===== config.mk =====
export PLATFORM = sky130hd
export DESIGN_NAME = stack_sequencer
export DESIGN_NICKNAME = d
export VERILOG_FILES = /design/src/rtl/stack_sequencer.sv
export SDC_FILE = /design/constraint.sdc
export NUM_CORES = 1
export LEC_CHECK = 0
export BUFFER_PORTS_ARGS = -buffer_cell sky130_fd_sc_hd__buf_2
export CAP_MARGIN = 20
export CELL_PAD_IN_SITES_DETAIL_PLACEMENT = 2
export CELL_PAD_IN_SITES_GLOBAL_PLACEMENT = 2
export CORE_UTILIZATION = 27
export DETAILED_ROUTE_END_ITERATION = 10
export MAX_ROUTING_LAYER = met4
export PLACE_DENSITY_LB_ADDON = 0.3
export SLEW_MARGIN = 5
export SYNTH_ARGS = -nofsm -noshare
export SYNTH_HDL_FRONTEND = slang
export SYNTH_SLANG_ARGS = --single-unit

===== constraint.sdc =====
create_clock -name clk -period 4.5 [get_ports clk]
set_clock_uncertainty 0.2 [all_clocks]
set_input_delay 1.35 -clock clk [delete_from_list [all_inputs] [get_ports clk]]
set_output_delay 1.35 -clock clk [all_outputs]
set_load 0.1 [all_outputs]

===== src/rtl/stack_sequencer.sv =====
// Stack/PC-redirect sequencer: turns CALL, RET, RTI and external interrupts
// into fixed runs of stack micro-ops while holding the front end stalled.
module stack_sequencer #(
   parameter int unsigned VEC_ADDR = 0
) (
   input  logic       clk,
   input  logic       rst,
   input  logic       int_sig,
   input  logic       call_req,
   input  logic       ret_req,
   input  logic       rti_req,
   output logic       stall,
   output logic       mem_we,
   output logic       mem_re,
   output logic       half_hi,
   output logic       addr_src,
   output logic [1:0] sp_op,
   output logic [1:0] pc_src,
   output logic       pc_load,
   output logic       flags_save,
   output logic       flags_restore,
   output logic       int_ack,
   output logic       done
);

   typedef enum logic [3:0] {
      IDLE,
      PUSH_HI,
      PUSH_LO,
      SAVE_F,
      VEC_HI,
      VEC_LO,
      JUMP,
      REST_F,
      POP_LO,
      POP_HI
   } state_t;

   typedef enum logic [1:0] {
      SEQ_INT,
      SEQ_CALL,
      SEQ_RET,
      SEQ_RTI
   } seq_t;

   localparam logic [1:0] SP_HOLD = 2'b00;
   localparam logic [1:0] SP_DEC  = 2'b01;
   localparam logic [1:0] SP_INC  = 2'b10;

   localparam logic [1:0] PC_SEQ    = 2'b00;
   localparam logic [1:0] PC_VECTOR = 2'b01;
   localparam logic [1:0] PC_POP    = 2'b10;
   localparam logic [1:0] PC_CALL   = 2'b11;

   // The vector fetch reads VEC_ADDR+1, so the base must leave room for it.
   if (VEC_ADDR == 32'hFFFF_FFFF) begin : g_vec_addr_check
      $error("stack_sequencer: VEC_ADDR leaves no room for the low vector half");
   end

   state_t state;
   state_t state_nxt;
   seq_t   seq;
   seq_t   seq_nxt;
   logic   int_prev;
   logic   int_pending;
   logic   int_rise;

   assign int_rise = int_sig & ~int_prev;

   // Sequencer state and the sequence type that steers the shared states.
   always_ff @(posedge clk or negedge rst) begin
      if (!rst) begin
         state <= IDLE;
         seq   <= SEQ_INT;
      end else begin
         state <= state_nxt;
         seq   <= seq_nxt;
      end
   end

   // A fresh edge in the acknowledge cycle must survive the clear.
   always_ff @(posedge clk or negedge rst) begin
      if (!rst) begin
         int_prev    <= 1'b0;
         int_pending <= 1'b0;
      end else begin
         int_prev    <= int_sig;
         int_pending <= int_rise | (int_pending & ~int_ack);
      end
   end

   // Next-state selection and Moore output decode.
   always_comb begin
      state_nxt     = state;
      seq_nxt       = seq;
      stall         = 1'b1;
      mem_we        = 1'b0;
      mem_re        = 1'b0;
      half_hi       = 1'b0;
      addr_src      = 1'b0;
      sp_op         = SP_HOLD;
      pc_src        = PC_SEQ;
      pc_load       = 1'b0;
      flags_save    = 1'b0;
      flags_restore = 1'b0;
      int_ack       = 1'b0;
      done          = 1'b0;

      unique case (state)
         IDLE: begin
            stall = 1'b0;
            if (rti_req) begin
               state_nxt = REST_F;
               seq_nxt   = SEQ_RTI;
            end else if (ret_req) begin
               state_nxt = POP_LO;
               seq_nxt   = SEQ_RET;
            end else if (call_req) begin
               state_nxt = PUSH_HI;
               seq_nxt   = SEQ_CALL;
            end else if (int_pending) begin
               state_nxt = PUSH_HI;
               seq_nxt   = SEQ_INT;
            end
         end
         PUSH_HI: begin
            mem_we    = 1'b1;
            half_hi   = 1'b1;
            sp_op     = SP_DEC;
            int_ack   = (seq == SEQ_INT);
            state_nxt = PUSH_LO;
         end
         PUSH_LO: begin
            mem_we    = 1'b1;
            sp_op     = SP_DEC;
            state_nxt = (seq == SEQ_CALL) ? JUMP : SAVE_F;
         end
         SAVE_F: begin
            flags_save = 1'b1;
            state_nxt  = VEC_HI;
         end
         VEC_HI: begin
            mem_re    = 1'b1;
            addr_src  = 1'b1;
            half_hi   = 1'b1;
            state_nxt = VEC_LO;
         end
         VEC_LO: begin
            mem_re    = 1'b1;
            addr_src  = 1'b1;
            pc_src    = PC_VECTOR;
            pc_load   = 1'b1;
            done      = 1'b1;
            state_nxt = IDLE;
         end
         JUMP: begin
            pc_src    = PC_CALL;
            pc_load   = 1'b1;
            done      = 1'b1;
            state_nxt = IDLE;
         end
         REST_F: begin
            flags_restore = 1'b1;
            state_nxt     = POP_LO;
         end
         POP_LO: begin
            mem_re    = 1'b1;
            sp_op     = SP_INC;
            state_nxt = POP_HI;
         end
         POP_HI: begin
            mem_re    = 1'b1;
            half_hi   = 1'b1;
            sp_op     = SP_INC;
            pc_src    = PC_POP;
            pc_load   = 1'b1;
            done      = 1'b1;
            state_nxt = IDLE;
         end
         default: begin
            stall     = 1'b0;
            state_nxt = IDLE;
         end
      endcase
   end

endmodule


==> impl_metrics.csv <==
group,metric,value,unit
outcome,status,"completed",
clock_network,clock_sinks,8,
setup_path,crit_buf_inv,1,
finish,antenna_cells,0,
placed_design,dp_hpwl,1050,um
clock_network,cts_tree,"built",
setup_path,critical_path.max_fanout,13,
placed_design,gp_congestion,0.710,
sta,drv_slew,0,
clock_network,hold_buffers,0,
global_route,grtUsageMet2,24.2,%
yosys,netlist_instances,66,
yosys,yosys_warnings,0,
route,vias_per_cell,4.90,
finish,design_area,662,um^2
die,die_h,46.9,um
clock_network,clkTransAtPathRegs,60,ps
die,start_util,30.2,%
sta,whs,226,ps
route,drc_errors,0,
sta,clock.fmax,294,MHz
clock_network,postCtsSetupBuffers,0,
setup_path,startpoint_type,"flip-flop",
finish,areaGrowthSynthToFinish,21.6,%
die,die_w,46.9,um
global_route,grt_overflow,0,
setup_path,crit_path_top_delay_cell,"or4_4",
setup_path,crit_chain,"or4_4, and2_1, buf_2",
setup_path,rr_worst_depth,3,
clock_network,h-tree-depth,1,
sta,hold_viol_final,0,
clock_network,cts_buffers,3,
sta,finalSetupTns,0,ps
yosys,ys_ff_latch,8,
die,rows,15,
route,firstDrtPassIters,3,
route,wl,1390,um
global_route,met3_usage,4.62,%
finish,fill_cells,232,
setup_path,crit_arrival,1850,ps
sta,fin_crit_sh,75.6,%
sta,tightest_slew,501,ps
route,vias,524,
sta,slew_headroom,66.6,%
global_route,grt_pass1_vias,512,
finish,fin_nets,90,
global_route,gr-usage-all-layers,16.4,%
worst_hold_path,min_path_type,"reg2reg",
global_route,globalRouteMet1Util,21.0,%
sta,rsz0062_at_grt,"false",
clock_network,cts_root_buffer,"clkbuf_4",
die,dieArea,2200,um^2
sta,setup_viol_count_final,0,
placed_design,portBuffers,19,
finish,drive_gt1_share,36.6,%
worst_hold_path,min_path_cells,1,
placed_design,placed_area,639,um^2
setup_path,cp.required,2950,ps
setup_path,slowest_delay,610,ps
yosys,ys_types,26,
setup_path,cp-end-kind,"primary output",
route,drtAntennaViolNets,0,
route,routedWlPerCell,13.0,um
setup_path,cp_top_family,"simple AND/OR/NAND/NOR gates",
global_route,antenna_found_initial,0,
flow_run,max_cap_viol_count,0,
yosys,yosysSeqAreaShare,36.8,%
yosys,syn-num-nets,72,
clock_network,post_cts_resized,0,
route,drtIter0Drc,4,
setup_path,crit_type,"reg2out",
die,ios,20,
global_route,busiest_layer,"met2",
clock_network,cts_max_path_buffers,2,
clock_network,clk_latency,250,ps
yosys,avgSynthCellArea,8.25,um^2
setup_path,cp.depth,3,
global_route,grt_pass1_wl,2350,um
sta,period_minus_slack,3400,ps
yosys,syn-cell-area,544,um^2
global_route,grt_start_max_net_pins,15,
die,core_area,1800,um^2
## flip-flops by register name, indices dropped and copies added, names as in the netlist
register and cells:
int_pending 1, seq 2, state 4, int_prev 1
## synth_stat cells
cell type	count	area [um^2]
a31o_2	1	8.76
nand2b_4	1	13.8
buf_4	4	30.0
and4_1	1	8.76
and2_1	1	6.26
or4_4	1	11.3
a21oi_1	4	20.0
o21bai_1	1	7.51
o21ai_0	3	15.0
a31oi_1	1	6.26
a211o_1	2	17.5
mux2_2	1	11.3
xnor2_1	1	8.76
nor2_1	12	45.0
nor3b_2	1	12.5
dfrtp_1	8	200
a22o_1	2	17.5
nor3_1	3	15.0
inv_2	1	3.75
inv_1	4	15.0
buf_2	2	10.0
o21ai_1	5	25.0
nand2b_1	2	12.5
nor2b_1	2	12.5
o22ai_1	1	6.26
nand2_1	1	3.75
## final timing paths
kind	slack (ps)	end	start
worst max-delay path	1100	stall	state[1]
worst min register to register	230	int_pending	int_prev
max in group asynchronous	3190	state[1]	rst
min in group asynchronous	730	int_pending	rst
worst min-delay path	230	int_pending	int_prev
worst max register to register	2790	seq[1]	state[1]
## metal layers
metal / wire length (um) / share of wire, %
met1: 693 / 50
met2: 627 / 45
met3: 60 / 4.3
met4: 12 / 0.86
met5: 0 / 0
## per-stage QoR
stage | utilization, % | setup WS (ps) | std cells
finish | 36.7 | 1100 | 107
global route | 36.7 | 998 | 107
CTS | 36.7 | 1080 | 107
detailed placement | 35.5 | 1360 | 104
global placement | 35.5 | 1380 | 104
floorplan | - | -13.0 | 66
## kinds of logic after synthesis
group                  synth area share, %
flip-flops                            36.8
buffers and inverters                 10.8
XOR/XNOR                              1.61
AND/OR/NAND/NOR                       26.0
AO/OA/AOI/OAI                         22.8
multiplexers                          2.07
## area by class of cell
type	instances	area (um^2)	area share, %
well taps	25	31.3	4.73
multi-input cells	47	294	44.4
clock buffers	3	22.5	3.40
inverters	5	18.8	2.84
flip-flops and latches	8	200	30.2
repair buffers	19	95.1	14.4
## cell usage in the layout (no fill, tap or decap), drive strengths merged, types with 2 or more instances in the layout
master   n
nor3     3
nand2b   3
a21oi    4
inv      5
a211o    2
clkbuf   3
nor2    12
nor2b    2
dfrtp    8
a22o     2
o21ai    8
buf     19
Power is not shown: default switching activity piles up to over one toggle a cycle in this logic, so the estimate is an artifact.
